### config.mk
export PLATFORM = sky130hd
export DESIGN_NAME = rst_sequencer
export DESIGN_NICKNAME = d
export VERILOG_FILES = /design/src/rtl/rst_seq_pkg.sv /design/src/rtl/rst_sequencer_sync_bit.sv /design/src/rtl/rst_sequencer.sv
export SDC_FILE = /design/constraint.sdc
export NUM_CORES = 1
export LEC_CHECK = 0
export CAP_MARGIN = 15
export CORE_UTILIZATION = 45
export CTS_CLUSTER_SIZE = 28
export DETAILED_ROUTE_END_ITERATION = 12
export GPL_TIMING_DRIVEN = 0
export PLACE_DENSITY = 0.67
export SYNTH_ARGS = -nofsm -noshare
export SYNTH_HDL_FRONTEND = slang
export SYNTH_HIERARCHICAL = 1
export SYNTH_SLANG_ARGS = --single-unit
### constraint.sdc
create_clock -name sys_clk_in -period 3.15 [get_ports sys_clk_in]
set_input_delay 0.63 -clock sys_clk_in [delete_from_list [all_inputs] [get_ports sys_clk_in]]
set_output_delay 0.63 -clock sys_clk_in [all_outputs]
set_load 0.005 [all_outputs]
### src/rtl/rst_seq_pkg.sv
// Shared types and helpers for the reset sequencer.
// Pure definitions: no latency, no flow control.
package rst_seq_pkg;

    typedef enum logic [1:0] {
        RST_S_RESET,
        RST_S_RELEASE,
        RST_S_RUN
    } rst_state_t;

    localparam int RST_COUNT_W = 8;
    localparam logic [RST_COUNT_W-1:0] RST_COUNT_MAX = '1;

    function automatic logic [RST_COUNT_W-1:0] rst_count_inc(input logic [RST_COUNT_W-1:0] val);
        return (val == RST_COUNT_MAX) ? val : val + 1'b1;
    endfunction

endpackage

### src/rtl/rst_sequencer_sync_bit.sv
// Multi-flop single-bit synchroniser with a configurable reset value.
// Latency DEPTH cycles; no flow control.
module sync_bit #(
    parameter int   DEPTH   = 2,
    parameter logic RST_VAL = 1'b0
) (
    input  logic sys_clk_in,
    input  logic sys_rst_n_in,
    input  logic d_in,
    output logic q_out
);

    logic [DEPTH-1:0] sync_q;

    always_ff @(posedge sys_clk_in) begin
        if (!sys_rst_n_in) begin
            sync_q <= {DEPTH{RST_VAL}};
        end else begin
            sync_q <= {sync_q[DEPTH-2:0], d_in};
        end
    end

    assign q_out = sync_q[DEPTH-1];

endmodule

### src/rtl/rst_sequencer.sv
// Reset sequencer: qualifies lock/ext reset/sw request, holds reset, then releases outputs staggered.
// Fault to all-reset in 1 cycle after the synced fault; no backpressure, outputs are registered.
module rst_sequencer
    import rst_seq_pkg::*;
#(
    parameter int NUM_RST_OUT = 4,
    parameter int SYNC_STAGES = 2,
    parameter int LOCK_FILTER = 4,
    parameter int HOLD_CYCLES = 16,
    parameter int STAGE_DELAY = 8
) (
    input  logic                   sys_clk_in,
    input  logic                   sys_rst_n_in,
    input  logic                   mmcm_lock_in,
    input  logic                   ext_rst_in,
    input  logic                   sw_rst_req_in,
    output logic [NUM_RST_OUT-1:0] rst_out,
    output logic                   rst_done_out,
    output logic [1:0]             state_out,
    output logic [RST_COUNT_W-1:0] rst_count_out
);

    localparam int FILT_W  = $clog2(LOCK_FILTER + 1);
    localparam int HOLD_W  = $clog2(HOLD_CYCLES + 1);
    localparam int STAGE_W = $clog2(STAGE_DELAY + 1);
    localparam int IDX_W   = $clog2(NUM_RST_OUT + 1);

    localparam logic [FILT_W-1:0]  FILT_MAX   = FILT_W'(LOCK_FILTER);
    localparam logic [HOLD_W-1:0]  HOLD_LAST  = HOLD_W'(HOLD_CYCLES - 1);
    localparam logic [STAGE_W-1:0] STAGE_LAST = STAGE_W'(STAGE_DELAY - 1);
    localparam logic [IDX_W-1:0]   IDX_LAST   = IDX_W'(NUM_RST_OUT - 1);

    logic lock_sync;
    logic ext_sync;
    logic lock_ok;
    logic fault;

    logic [FILT_W-1:0] filt_cnt_q;

    rst_state_t                 state_q,     state_nxt;
    logic [HOLD_W-1:0]          hold_cnt_q,  hold_cnt_nxt;
    logic [STAGE_W-1:0]         stage_cnt_q, stage_cnt_nxt;
    logic [IDX_W-1:0]           idx_q,       idx_nxt;
    logic [NUM_RST_OUT-1:0]     rst_q,       rst_nxt;
    logic                       done_q,      done_nxt;
    logic [RST_COUNT_W-1:0]     count_q,     count_nxt;

    sync_bit #(.DEPTH(SYNC_STAGES), .RST_VAL(1'b0)) u_lock_sync (
        .sys_clk_in   (sys_clk_in),
        .sys_rst_n_in (sys_rst_n_in),
        .d_in         (mmcm_lock_in),
        .q_out        (lock_sync)
    );

    sync_bit #(.DEPTH(SYNC_STAGES), .RST_VAL(1'b1)) u_ext_sync (
        .sys_clk_in   (sys_clk_in),
        .sys_rst_n_in (sys_rst_n_in),
        .d_in         (ext_rst_in),
        .q_out        (ext_sync)
    );

    always_ff @(posedge sys_clk_in) begin
        if (!sys_rst_n_in) begin
            filt_cnt_q <= '0;
        end else if (!lock_sync) begin
            filt_cnt_q <= '0;
        end else if (filt_cnt_q != FILT_MAX) begin
            filt_cnt_q <= filt_cnt_q + 1'b1;
        end
    end

    // A synced low drops trust immediately, not one cycle after the counter clears.
    assign lock_ok = lock_sync && (filt_cnt_q == FILT_MAX);
    assign fault   = !lock_ok || ext_sync || sw_rst_req_in;

    always_ff @(posedge sys_clk_in) begin
        if (!sys_rst_n_in) begin
            state_q     <= RST_S_RESET;
            hold_cnt_q  <= '0;
            stage_cnt_q <= '0;
            idx_q       <= '0;
            rst_q       <= '1;
            done_q      <= 1'b0;
            count_q     <= '0;
        end else begin
            state_q     <= state_nxt;
            hold_cnt_q  <= hold_cnt_nxt;
            stage_cnt_q <= stage_cnt_nxt;
            idx_q       <= idx_nxt;
            rst_q       <= rst_nxt;
            done_q      <= done_nxt;
            count_q     <= count_nxt;
        end
    end

    always_comb begin
        state_nxt = state_q;
        case (state_q)
            RST_S_RESET: begin
                if (!fault && hold_cnt_q == HOLD_LAST) state_nxt = RST_S_RELEASE;
            end
            RST_S_RELEASE: begin
                if (fault) begin
                    state_nxt = RST_S_RESET;
                end else if (stage_cnt_q == STAGE_LAST && idx_q == IDX_LAST) begin
                    state_nxt = RST_S_RUN;
                end
            end
            RST_S_RUN: begin
                if (fault) state_nxt = RST_S_RESET;
            end
            default: state_nxt = RST_S_RESET;
        endcase
    end

    always_comb begin
        hold_cnt_nxt  = hold_cnt_q;
        stage_cnt_nxt = stage_cnt_q;
        idx_nxt       = idx_q;
        rst_nxt       = rst_q;
        done_nxt      = done_q;
        count_nxt     = count_q;
        case (state_q)
            RST_S_RESET: begin
                rst_nxt       = '1;
                done_nxt      = 1'b0;
                stage_cnt_nxt = '0;
                idx_nxt       = '0;
                if (fault || hold_cnt_q == HOLD_LAST) begin
                    hold_cnt_nxt = '0;
                end else begin
                    hold_cnt_nxt = hold_cnt_q + 1'b1;
                end
            end
            RST_S_RELEASE: begin
                hold_cnt_nxt = '0;
                // Fault takes priority over a coinciding terminal count.
                if (fault) begin
                    rst_nxt       = '1;
                    done_nxt      = 1'b0;
                    stage_cnt_nxt = '0;
                    idx_nxt       = '0;
                    count_nxt     = rst_count_inc(count_q);
                end else if (stage_cnt_q == STAGE_LAST) begin
                    for (int i = 0; i < NUM_RST_OUT; i++) begin
                        if (idx_q == IDX_W'(i)) rst_nxt[i] = 1'b0;
                    end
                    stage_cnt_nxt = '0;
                    idx_nxt       = idx_q + 1'b1;
                    done_nxt      = (idx_q == IDX_LAST);
                end else begin
                    stage_cnt_nxt = stage_cnt_q + 1'b1;
                end
            end
            RST_S_RUN: begin
                hold_cnt_nxt  = '0;
                stage_cnt_nxt = '0;
                idx_nxt       = '0;
                if (fault) begin
                    rst_nxt   = '1;
                    done_nxt  = 1'b0;
                    count_nxt = rst_count_inc(count_q);
                end else begin
                    rst_nxt  = '0;
                    done_nxt = 1'b1;
                end
            end
            default: begin
                hold_cnt_nxt  = '0;
                stage_cnt_nxt = '0;
                idx_nxt       = '0;
                rst_nxt       = '1;
                done_nxt      = 1'b0;
            end
        endcase
    end

    assign rst_out       = rst_q;
    assign rst_done_out  = done_q;
    assign state_out     = state_q;
    assign rst_count_out = count_q;

endmodule

==> results.sh <==
export IMPL_status="completed"
export IMPL_grt_pass1_wl_mm=5.20
export IMPL_dr_total_vias=1319
export IMPL_p_clk_frac=0.341
export IMPL_cts_tree="yes"
export IMPL_yosys_register_bits=34
export IMPL_synth_largest_area_cell="dfxtp_1"
export IMPL_start_util=0.474
export IMPL_antenna_cells=0
export IMPL_power_frac_comb=0.023
export IMPL_pwr_density_cell_nw_per_um2=358
export IMPL_ir_worst_vdd_v=0.000243
export IMPL_hold_violations=0
export IMPL_core_area_sq_um=3390
export IMPL_track_usage=0.185
export IMPL_syn2layout_area_growth_pct=18.6
export IMPL_chipHeight_microns=61.8
export IMPL_seq_area_frac_synth=0.423
export IMPL_whs_ps=420
export IMPL_cts_buffers=5
export IMPL_final_antenna_net_count=0
export IMPL_leakage_nw=0.652
export IMPL_end_kind="flop"
export IMPL_fin_worst_skew_ps=8.56
export IMPL_switching_share=0.207
export IMPL_rsz0062_at_grt="false"
export IMPL_ctsHoldBuffers=0
export IMPL_max_stage_delay_ps=670
export IMPL_synth_nets=197
export IMPL_portBuffers=19
export IMPL_clk_latency_ps=320
export IMPL_cp_arrival_ps=2430
export IMPL_pin_count=20
export IMPL_cts_sinks=34
export IMPL_wirelength_mm=2.94
export IMPL_syn_inst=178
export IMPL_synth_area_per_cell_sq_um=9.03
export IMPL_tns_ps=0
export IMPL_wire_per_inst_microns=11.8
export IMPL_cts_resized=0
export IMPL_cpMaxStageDelayCell="clkdlybuf4s50_1"
export IMPL_fin_area_sq_um=1910
export IMPL_intPower_w=0.000540
export IMPL_dp_cells=243
export IMPL_die_area_sq_um=3820
export IMPL_worst_pin_slew_ps=481
export IMPL_seqPwrFrac=0.636
export IMPL_antenna_found_initial=0
export IMPL_row_count=21
export IMPL_clock_path_buffers=2
export IMPL_grt_pass1_vias=1265
export IMPL_crit_fanout=11
export IMPL_drv_cap=0
export IMPL_fin_cells=249
export IMPL_overflow=0
export IMPL_path_clk_slew_ps=90
export IMPL_root_buffer="clkbuf_4"
export IMPL_place_gp_congestion=0.758
export IMPL_worst_ep_required_time_ps=3360
export IMPL_drv_slew=0
export IMPL_grt_max_degree=12
export IMPL_synth_distinct_cells=35
export IMPL_dr_pass1_iters=4
export IMPL_drtIter0Drc=68
export IMPL_fin_nets=223
export IMPL_finalCritPeriodShare=0.704
export IMPL_fin_util=0.563
export IMPL_crit_family="buffers and inverters"
export IMPL_htree_levels=2
export IMPL_synth_area_leaders="dfxtp_1 42%, ha_1 11%, nand2_1 4.9%"
export IMPL_relSlewSlack=0.675
export IMPL_drive_gt1_frac=0.0690
export IMPL_cts_setup_buffers=0
export IMPL_synth_top_area_frac=0.423
export IMPL_fp_dieW_microns=61.8
export IMPL_placed_area_sq_um=1860
export IMPL_worstPathCellList="clkdlybuf4s50_1, inv_1, nor3_2, nand2_1, mux2_2"
export IMPL_critical_path_buf_inv_count=2
export IMPL_hpwl_mm=2.20
export IMPL_setup_viol=0
export IMPL_max_freq_mhz=451
export IMPL_yosys_warnings=6
export IMPL_vias_per_cell=5.30
export IMPL_start_kind="input pin"
export IMPL_switchingPower_w=0.000141
export IMPL_drc=0
export IMPL_worstSetupPathType="in2reg"
export IMPL_syn_cell_area_sq_um=1610
export IMPL_period_needed_ps=2220
export IMPL_min_path_type="reg2reg"
[path summary, 6_finish.rpt]
kind                                           start                    to  slack, ps  cells past startpoint
worst max-delay path                    sys_rst_n_in            rst_out[0]        930                      5
worst min-delay path            u_ext_sync/sync_q[0]  u_ext_sync/sync_q[1]        420                      1
worst max register to register         filt_cnt_q[0]            rst_out[0]       1290                      6
worst min register to register  u_ext_sync/sync_q[0]  u_ext_sync/sync_q[1]        420                      1
[flip-flops by register name, summed over array words and instances (netlist names)]
| name | flops |
|---|---|
| rst_count_out | 8 |
| hold_cnt_q | 5 |
| rst_out | 4 |
| stage_cnt_q | 4 |
| filt_cnt_q | 3 |
| idx_q | 3 |
| state_out | 2 |
| u_ext_sync/sync_q | 2 |
| u_lock_sync/sync_q | 2 |
| rst_done_out | 1 |
[per-layer routing]
metal | part of all wire | vias up | track usage | wire [microns]
met2 | 0.47 | 36 | 0.313 | 1390
met5 | 0 | - | 0 | 0
met1 | 0.47 | 611 | 0.225 | 1390
met4 | 0.012 | 0 | 0.0603 | 34
met3 | 0.041 | 4 | 0.0580 | 121
li1 | - | 668 | - | -
[cell type report]
class	count	area, sq um
Buffer	2	7.51
Tap cell	46	57.6
Clock buffer	6	51.3
Timing Repair Buffer	19	190
Sequential cell	34	681
Multi-Input combinational cell	131	878
Inverter	11	41.3
Fill cell	307	1480
[kinds of logic (layout without fill, tap and decap cells)]
kind of cell	count (synthesis)	after routing	share of synthesized area
adder cells (fa/ha/maj)	14	14	0.109
buffers and inverters	13	38	0.0304
flip-flops	34	34	0.423
XOR/XNOR	6	6	0.0327
AND/OR/NAND/NOR	83	83	0.272
multiplexers	9	9	0.0591
AO/OA/AOI/OAI	19	19	0.0732
[synthesized netlist by cell type]
library cell and number:
nand2_1 21, or3b_4 1, and2_1 2, nand2b_1 9, o2bb2ai_1 1, mux2_2 4
xnor2_1 4, nor4_1 2, nor4bb_1 1, nor2_1 18, nor4b_1 1, o31ai_1 1
a41oi_1 1, xor2_1 2, a21oi_1 8, and4_4 1, clkbuf_1 2, a32oi_1 1
nor2b_1 2, nor3_2 1, a31oi_1 3, and3_1 2, nand4b_1 2, or4_1 1
and4bb_2 1, inv_1 11, nand3b_1 2, nand3_1 11, o21ai_0 2, dfxtp_1 34
mux2i_1 5, nor3_1 4, nand4_1 1, ha_1 14, a211oi_1 2
[layout by cell type, fill, tap and decap left out, drive strengths merged, types with 2 or more instances in the layout]
cell	count
a211oi	2
a21oi	8
a31oi	3
and2	2
and3	2
clkbuf	8
clkdlybuf4s50	19
dfxtp	34
ha	14
inv	11
mux2	4
mux2i	5
nand2	21
nand2b	9
nand3	11
nand3b	2
nand4b	2
nor2	18
nor2b	2
nor3	5
nor4	2
o21ai	2
xnor2	4
xor2	2
[stage by stage]
| step | setup WS [ps] | power [W] |
|---|---|---|
| after floorplan | 1430 | 0.000450 |
| after global placement | 656 | 0.000459 |
| after detailed placement | 611 | 0.000460 |
| after CTS | 950 | 0.000691 |
| after global routing | 761 | 0.000715 |
| final | 932 | 0.000682 |
[worst reg2reg max path, stage by stage, from the launching register on]
cell,delay (ps)
dfxtp_1,340
inv_1,60
ha_1,240
nand4b_1,210
nor3_2,410
nand2_1,180
mux2_2,300
[power by group through the flow]
stage	sequential [W]	combinational (W)	clock (W)
2_1_floorplan	0.000443	0.00000692	0
3_3_place_gp	0.000444	0.0000154	0
3_5_place_dp	0.000444	0.0000159	0
4_1_cts	0.000434	0.0000159	0.000242
5_1_grt	0.000434	0.0000178	0.000263
6_report	0.000434	0.0000158	0.000232
(Power assumes the default switching activity.)
==> RTL edit (config.mk and constraints unchanged) <==
Put one more register stage on the output `state_out`, cleared by the reset. The value now appears one clock later. The other outputs are not delayed to match.
--- a/src/rtl/rst_sequencer.sv
+++ b/src/rtl/rst_sequencer.sv
@@ -177,7 +177,13 @@
 
     assign rst_out       = rst_q;
     assign rst_done_out  = done_q;
-    assign state_out     = state_q;
+    always_ff @(posedge sys_clk_in) begin
+        if (!sys_rst_n_in) begin
+            state_out <= '0;
+        end else begin
+            state_out <= state_q;
+        end
+    end
     assign rst_count_out = count_q;
 
 endmodule
Check against the original RTL: no difference found for any inputs over 10 cycles, from zero or initial values and one cycle with sys_rst_n_in low; that may be too few to reach the edited logic, so the function may still have changed.
==> RTL edit against the original RTL <==
- combinational power increased by 9%
- sequential cell count increased by 2
- wire length increased by 3.1%
- first-iteration DRC count decreased by 25%
- area after synthesis increased by 3.8%
- cell area increased by 8.9%
- setup slack improved by 0.14 ns
- power increased by 52%
- largest cell class unchanged
- highest routed layer unchanged
==> RTL edit: results (changes against the original RTL) <==
| Metric | Value |
|---|---|
| Status | `finished clean` |
| Non-filler instance count after layout | `253 (+1.6%)` |
| Share of layout cells above drive strength 1 | `0.07729 (+0.008329)` |
| Total global routing track utilization | `0.1784 (-0.007066)` |
| Sw Share | `0.1706 (-0.03679)` |
| Vias/cell | `5.126 (-3.2%)` |
| Final Wtd Congestion | `0.8058 (+6.3%)` |
| Data arrival time of the critical path | `2.30 ns (-0.13 ns)` |
| First-pass GRT wire length | `5478 µm (+5.3%)` |
| Count of different cell masters after synthesis | `40 (+14%)` |
| Via count of the first global-routing pass | `1294 (+2.3%)` |
| Cell types occupying the most area after synthesis | `sky130_fd_sc_hd__dfxtp_1 (43%), sky130_fd_sc_hd__ha_1 (10%), sky130_fd_sc_hd__nor2_1 (4.7%)` |
| Sequential-to-total area share from yosys stat | `0.4318 (+0.008438)` |
| IR Drop Worst-Case VDD | `0.2910 mV (+20%)` |
| Average wire length per cell after detail routing | `11.97 µm (+1.4%)` |
| Total clock network power | `0.000563 W (+140%)` |
| Buffer type at the clock tree root | `sky130_fd_sc_hd__clkbuf_8` |
| Iter 0 DRT Violations | `51 (-25%)` |
| Filler instances | `295 (-3.9%)` |
| Maximum number of pins on one net before global-route repair | `13 (+1)` |
| Number of nets in the layout | `225 (+0.90%)` |
| Area after detailed placement | `1917 µm² (+3.3%)` |
| Source-to-sink clock delay at the later pin of the worst-skew pair | `0.29 ns (-0.03 ns)` |
| Static leakage | `0.7390 nW (+13%)` |
| Global-route met2 utilization | `0.2944 (-0.01901)` |
RTL edit: cell families (layout without fill, tap and decap cells):
| group | count (synthesis) | after routing | share of synthesized area |
|---|---|---|---|
| XOR/XNOR | 6 | 6 | 0.03148 |
| AND/OR/NAND/NOR | 75 | 75 | 0.2414 |
| AO/OA/AOI/OAI | 23 | 23 | 0.09896 |
| flip-flops | 36 | 36 | 0.4318 |
| adder cells (fa/ha/maj) | 14 | 14 | 0.1049 |
| buffers and inverters | 18 | 45 | 0.04123 |
| multiplexers | 8 | 8 | 0.05022 |
RTL edit: worst paths after layout:
kind,startpoint,endpoint,slack (ns),depth (start not counted)
max,sys_rst_n_in,filt_cnt_q[2],1.07,5
min,u_ext_sync/sync_q[0],u_ext_sync/sync_q[1],0.42,1
max reg2reg,filt_cnt_q[0],rst_out[0],1.23,6
min reg2reg,u_ext_sync/sync_q[0],u_ext_sync/sync_q[1],0.42,1
RTL edit: routing by layer:
metal	part of all wire	up-vias
met5	0	-
met1	0.44	602
li1	-	668
met3	0.024	10
met2	0.50	17
met4	0.031	0
RTL edit: worst max-delay path: stages:
cell,delay (ns)
sky130_fd_sc_hd__clkdlybuf4s50_1,0.56
sky130_fd_sc_hd__clkbuf_1,0.37
sky130_fd_sc_hd__clkbuf_1,0.38
sky130_fd_sc_hd__nand2_1,0.16
sky130_fd_sc_hd__nor3_1,0.19
RTL edit: cell type report:
class                           count  area (µm²)  share of cell area
Clock inverter                      3       90.09             0.04340
Multi-Input combinational cell    126       879.6              0.4237
Buffer                              4       16.27            0.007836
Inverter                           14       52.55             0.02532
Clock buffer                        5       68.82             0.03315
Sequential cell                    36       720.7              0.3472
Tap cell                           46       57.56             0.02773
Timing Repair Buffer               19       190.2             0.09162
